File: config.mk
export PLATFORM = sky130hd
export DESIGN_NAME = seg7_shift_receiver
export DESIGN_NICKNAME = d
export VERILOG_FILES = /design/src/rtl/seg7_pkg.sv /design/src/rtl/seg7_bus_sampler.sv /design/src/rtl/seg7_shift_receiver.sv
export SDC_FILE = /design/constraint.sdc
export NUM_CORES = 1
export LEC_CHECK = 0
export ABC_AREA = 1
export CAP_MARGIN = 20
export CORE_MARGIN = 4
export CORE_UTILIZATION = 49
export DETAILED_ROUTE_END_ITERATION = 10
export MAX_ROUTING_LAYER = met4
export PLACE_DENSITY = 0.76
export SYNTH_ARGS = -nofsm -noshare
export SYNTH_HDL_FRONTEND = slang
export SYNTH_SLANG_ARGS = --single-unit
File: constraint.sdc
create_clock -name clk -period 1.45 [get_ports clk]
set_input_delay 0.29 -clock clk [delete_from_list [all_inputs] [get_ports clk]]
set_output_delay 0.29 -clock clk [all_outputs]
set_load 0.02 [all_outputs]
File: src/rtl/seg7_pkg.sv
// Shared definitions for the 4-bit serial segment display bus, used by both
// the transmit and receive sides.
package seg7_pkg;

    localparam int SIN_SCLK   = 3;
    localparam int SIN_SDAT   = 2;
    localparam int SIN_SCLR_N = 1;
    localparam int SIN_SEN    = 0;

    localparam int SEG7_FRAME_W = 64;

    typedef enum logic {
        IDLE  = 1'b0,
        SHIFT = 1'b1
    } seg7_state_t;

    // Bit-counter width able to hold the full frame length itself.
    function automatic int seg7_cnt_w(input int width);
        return $clog2(width) + 1;
    endfunction

endpackage

File: src/rtl/seg7_bus_sampler.sv
// Bus input stage: optional two-flop synchronizer (SEG7RX_SYNC_EN) followed by
// the s_cur/s_prev edge detector, producing one-cycle rise/fall pulses.
module seg7_bus_sampler
    import seg7_pkg::*;
(
    input  logic       clk,
    input  logic       rst,
    input  logic [3:0] sin,
    output logic [3:0] rise,
    output logic [3:0] fall,
    output logic       sdat,
    output logic       sclr_n
);

    logic [3:0] s_in;
    logic       in_valid;

`ifdef SEG7RX_SYNC_EN
    logic [3:0] sync1;
    logic [3:0] sync2;
    logic [1:0] sync_valid;

    always_ff @(posedge clk) begin
        if (rst) begin
            sync1      <= '0;
            sync2      <= '0;
            sync_valid <= '0;
        end else begin
            sync1      <= sin;
            sync2      <= sync1;
            sync_valid <= {sync_valid[0], 1'b1};
        end
    end

    assign s_in     = sync2;
    assign in_valid = sync_valid[1];
`else
    assign s_in     = sin;
    assign in_valid = 1'b1;
`endif

    logic [3:0] s_cur;
    logic [3:0] s_prev;
    logic       cur_valid;
    logic       prev_valid;

    // The valid flags track which history flops hold real bus samples, so the
    // zeroed history after reset cannot fake a sen rise mid-frame.
    always_ff @(posedge clk) begin
        if (rst) begin
            s_cur      <= '0;
            s_prev     <= '0;
            cur_valid  <= 1'b0;
            prev_valid <= 1'b0;
        end else begin
            s_cur      <= s_in;
            s_prev     <= s_cur;
            cur_valid  <= in_valid;
            prev_valid <= cur_valid;
        end
    end

    assign rise   = prev_valid ? (s_cur & ~s_prev) : 4'b0000;
    assign fall   = prev_valid ? (s_prev & ~s_cur) : 4'b0000;
    assign sdat   = s_cur[SIN_SDAT];
    assign sclr_n = cur_valid ? s_cur[SIN_SCLR_N] : 1'b1;

endmodule

File: src/rtl/seg7_shift_receiver.sv
// Receiver for the serial segment display bus: deserializes one frame, checks
// its length and presents the pattern. Define SEG7RX_SYNC_EN for async inputs.
module seg7_shift_receiver
    import seg7_pkg::*;
#(
    parameter  int WIDTH = SEG7_FRAME_W,
    localparam int CNT_W = $clog2(WIDTH) + 1
) (
    input  logic             clk,
    input  logic             rst,
    input  logic [3:0]       sin,
    output logic [WIDTH-1:0] pattern,
    output logic             frame_valid,
    output logic             frame_err,
    output logic             overrun,
    output logic             busy,
    output logic [15:0]      frame_cnt
);

    logic [3:0] rise;
    logic [3:0] fall;
    logic       sdat;
    logic       sclr_n;

    seg7_bus_sampler u_sampler (
        .clk    (clk),
        .rst    (rst),
        .sin    (sin),
        .rise   (rise),
        .fall   (fall),
        .sdat   (sdat),
        .sclr_n (sclr_n)
    );

    logic unused_edges;
    assign unused_edges = ^{rise[SIN_SDAT], rise[SIN_SCLR_N],
                            fall[SIN_SCLK], fall[SIN_SDAT], fall[SIN_SCLR_N]};

    logic sen_rise;
    logic sen_fall;
    logic sclk_rise;

    assign sen_rise  = rise[SIN_SEN];
    assign sen_fall  = fall[SIN_SEN];
    assign sclk_rise = rise[SIN_SCLK];

    seg7_state_t      state_q;
    seg7_state_t      state_d;
    logic [WIDTH-1:0] sreg;
    logic [CNT_W-1:0] bit_cnt;
    logic             start_frame;
    logic             end_frame;
    logic             do_shift;
    logic             frame_good;

    always_ff @(posedge clk) begin
        if (rst) begin
            state_q <= IDLE;
        end else begin
            state_q <= state_d;
        end
    end

    always_comb begin
        state_d = state_q;
        case (state_q)
            IDLE:    if (sen_rise) state_d = SHIFT;
            SHIFT:   if (sen_fall) state_d = IDLE;
            default: state_d = IDLE;
        endcase
    end

    // An sclk rise landing on the sen fall is dropped so evaluation sees the
    // count as it stood before that edge.
    always_comb begin
        busy        = (state_q == SHIFT);
        start_frame = (state_q == IDLE) && sen_rise;
        end_frame   = (state_q == SHIFT) && sen_fall;
        do_shift    = (state_q == SHIFT) && sclk_rise && !sen_fall;
        frame_good  = (bit_cnt == CNT_W'(WIDTH)) && !overrun;
    end

    always_ff @(posedge clk) begin
        if (rst) begin
            sreg    <= '0;
            bit_cnt <= '0;
            overrun <= 1'b0;
        end else if (!sclr_n) begin
            sreg    <= '0;
            bit_cnt <= '0;
            overrun <= 1'b0;
        end else if (start_frame || end_frame) begin
            bit_cnt <= '0;
        end else if (do_shift) begin
            sreg <= {sreg[WIDTH-2:0], sdat};
            if (bit_cnt == CNT_W'(WIDTH)) begin
                overrun <= 1'b1;
            end else begin
                bit_cnt <= bit_cnt + 1'b1;
            end
        end
    end

    always_ff @(posedge clk) begin
        if (rst) begin
            pattern     <= '0;
            frame_valid <= 1'b0;
            frame_err   <= 1'b0;
            frame_cnt   <= '0;
        end else begin
            frame_valid <= 1'b0;
            frame_err   <= 1'b0;
            if (end_frame) begin
                if (frame_good) begin
                    pattern     <= sreg;
                    frame_valid <= 1'b1;
                    frame_cnt   <= frame_cnt + 16'd1;
                end else begin
                    frame_err <= 1'b1;
                end
            end
        end
    end

endmodule
==> metrics.md <==
| Metric | Value |
|---|---|
| Post-synth top flop | dfxtp_1 |
| DRC viols | 0 |
| Post-route core utilization | 0.699 |
| Syn-to-layout area delta | 37.2% |
| WHS Path Cells | 4 |
| Placer Congestion | 0.860 |
| Final HPWL DP | 8320 um |
| Hold Fails Final Rpt | 0 |
| Power density over cell area | 1060 nW/um^2 |
| Cell area after synthesis | 6230 um^2 |
| Final setup fails | 87 |
| Mean Syn Cell Area | 7.80 um^2 |
| Final WL | 15,700 um |
| Register area | 3280 um^2 |
| F_max | 0.617 GHz |
| Share of layout cells above drive strength 1 | 0.252 |
| Post-synth ARST share | 0 |
| Drt first pass iters | 5 |
| FILL cells | 986 |
| Floorplan core area | 12,200 um^2 |
| Max Root-Sink Buffers | 2 |
| Vias | 5,534 |
| Initial DRC Count | 430 |
| Max rail drop VDD | 0.828 mV |
| Critical Path, Cell by Cell | inv_2, ha_4, nand2_2, nor2_2, nand3_2, nor2_4, buf_12, clkbuf_16, nand3_1, nand2_1, nor2_1 |
| WL per Instance | 14.4 um |
| Critical path data required time | 1.77 ns |
| Syn_nets | 807 |
| Worst-path clk slew | 0.06 ns |
| I/O pins | 90 |
| Cell Rows | 40 |
| Violated checks | setup timing |
| Setup Skew | 0.00788 ns |
| EDFF count, synth | 0 |
| Setup WS pre-CTS | -0.107 ns |
| Arr. time, crit path | 1.94 ns |
| CTS H-Tree Depth | 4 |
| Tmin final | 1.62 ns |
| Final Max Tran Viols | 0 |
| Fin Hold WS | 0.258 ns |
| Largest net degree at the start of global routing | 81 |
| Power, Total | 9040 uW |
| Min-Delay Path Class | in -> reg |
| Max cap viols | 0 |
| CTS tree | done |
| Total track usage | 0.212 |
| Relative slew slack | 0.683 |
| Commonest cells in the netlist | nor2_1, dfxtp_1, nand2_1 |
| Worst-path maximum fanout | 7 |
| Yosys reg bits | 163 |
| Final Cycle Share | 1.12 |
| Vias/cell | 5.08 |
| Status | finished, violations left |
| Total CTS buffers | 17 |
| First-pass GRT wire length | 24,300 um |
| Antenna viol nets, final | 0 |
| Skew-Pair Late Insertion Delay | 0.43 ns |
| Static Leak | 0.00337 uW |
| Hold Buf Count CTS | 0 |
| Vias in the first global route | 5,054 |
| Multi-input combinational cell area | 2830 um^2 |
| Final worst slack | -0.171 ns |
| YS warnings | 0 |
| Post-synthesis cell count | 798 |
| Effective utilization at floorplan | 0.510 |
| Die area | 14,600 um^2 |
| Startpoint types | flop |
| Grt total ovfl | 0 |
| Slowest stage cell, crit path | dfxtp_2 |
| Nets | 918 |
| Clock sink count | 163 |
| Top-area cell type share of the netlist area | 0.524 |
| Synth area leaders | dfxtp_1, nor2_1, nand2_1 |
| CP endpoint kind | flop |
| Register area share after synthesis | 0.524 |
| Worst slew pin tran | 0.475 ns |
| Crit path kind | reg -> reg |
| R2R cell count | 11 |
| Synth area leader | dfxtp_1 |
| Die H | 121 um |
| Antenna violations before repair | 0 |
| Top-count cell post-synth | nor2_1 |
| Slowest cell delay on critical path | 0.33 ns |
| RSZ-0062 raised after global routing | true |
| N_diodes | 0 |
| Clock Tree Root | clkbuf_16 |
| PortBufs | 89 |
| Yosys cell types | 23 |
| DIE WIDTH | 121 um |
-- per-stage QoR --
step	TNS, ns	instance area (um^2)	std cells
after floorplan	0	6230	798
after global placement	-2.72	7420	1039
after detailed placement	-5.55	7420	1039
after CTS	-6.57	8240	1084
after global routing	-16.53	8540	1090
final	-10.58	8540	1090
-- cell families (layout without fill, tap and decap cells) --
family                   after synthesis  in the layout  share of synthesized area
flip-flops                           163            163                      0.524
AND/OR/NAND/NOR                      388            388                      0.255
AO/OA/AOI/OAI                        156            156                      0.144
XOR/XNOR                               9              9                     0.0127
buffers and inverters                 79            203                     0.0585
adder cells (fa/ha/maj)                3              3                    0.00603
-- path summary, 6_finish.rpt --
kind	start	endpoint	slack, ns
worst max-delay path	bit_cnt[0]	frame_cnt[13]	-0.17
worst min-delay path	rst	overrun	0.26
worst max register to register	bit_cnt[0]	frame_cnt[13]	-0.17
worst min register to register	u_sampler.s_cur[3]	u_sampler.s_prev[3]	0.44
-- worst max-delay path: cells and delay by family (launching register included) --
family	cells	cell delay, ns
AND/OR/NAND/NOR	7	0.60
flip-flops	1	0.33
buffers and inverters	3	0.43
adder cells (fa/ha/maj)	1	0.14
-- per-layer routing --
metal / track usage / vias to the layer above / wire (um)
met1: 0.271 / 2597 / 7150
li1: - / 2761 / -
met4: 0.0857 / 0 / 308
met2: 0.323 / 152 / 7550
met3: 0.0510 / 24 / 746
met5: - / - / 0
-- timing repair --
item,4_1_cts,5_1_grt
gates cloned,6,5
hold endpoints to repair,0,0
setup endpoints to repair,164,164
setup buffers,7,4
pin swaps,0,14
resized for setup,122,102
-- state kept, by name, summed over array words and instances (netlist names) --
signal                flops
bit_cnt                   7
busy                      1
frame_cnt                16
frame_err                 1
frame_valid               1
overrun                   1
pattern                  64
sreg                     64
u_sampler.cur_valid       1
u_sampler.prev_valid      1
u_sampler.s_cur           4
u_sampler.s_prev          2
-- area by class of cell --
type / instances / area share
sequential: 163 / 0.384
multi-input combinational: 556 / 0.332
clock inverter: 12 / 0.0125
tap: 168 / 0.0246
clock buffer: 20 / 0.0546
inverter: 32 / 0.0146
timing repair buffer: 139 / 0.178
-- power breakdown --
group / internal (uW) / leakage [uW] / total (uW) / switching (uW)
Clock: 2490 / 0.000274 / 4320 / 1830
Combinational: 70.3 / 0.00177 / 216 / 145
Sequential: 4490 / 0.00132 / 4500 / 9.78
-- cell usage in the layout, fill, tap and decap left out, types with 8 or more instances in the layout --
master	netlist	final
dlygate4sd2_1	0	62
o21ai_0	66	56
nand2_2	30	49
clkbuf_16	0	22
nand3_1	21	13
clkdlybuf4s15_1	0	10
nand3_2	2	8
a21oi_1	59	45
dfxtp_1	163	152
buf_4	0	24
nor2_1	167	163
o21ai_1	0	10
buf_12	0	12
nand2_1	163	138
dfxtp_2	0	11
a21oi_2	30	44
clkdlybuf4s15_2	0	8
inv_1	29	24
No activity file was read; power rests on OpenSTA's default activity.
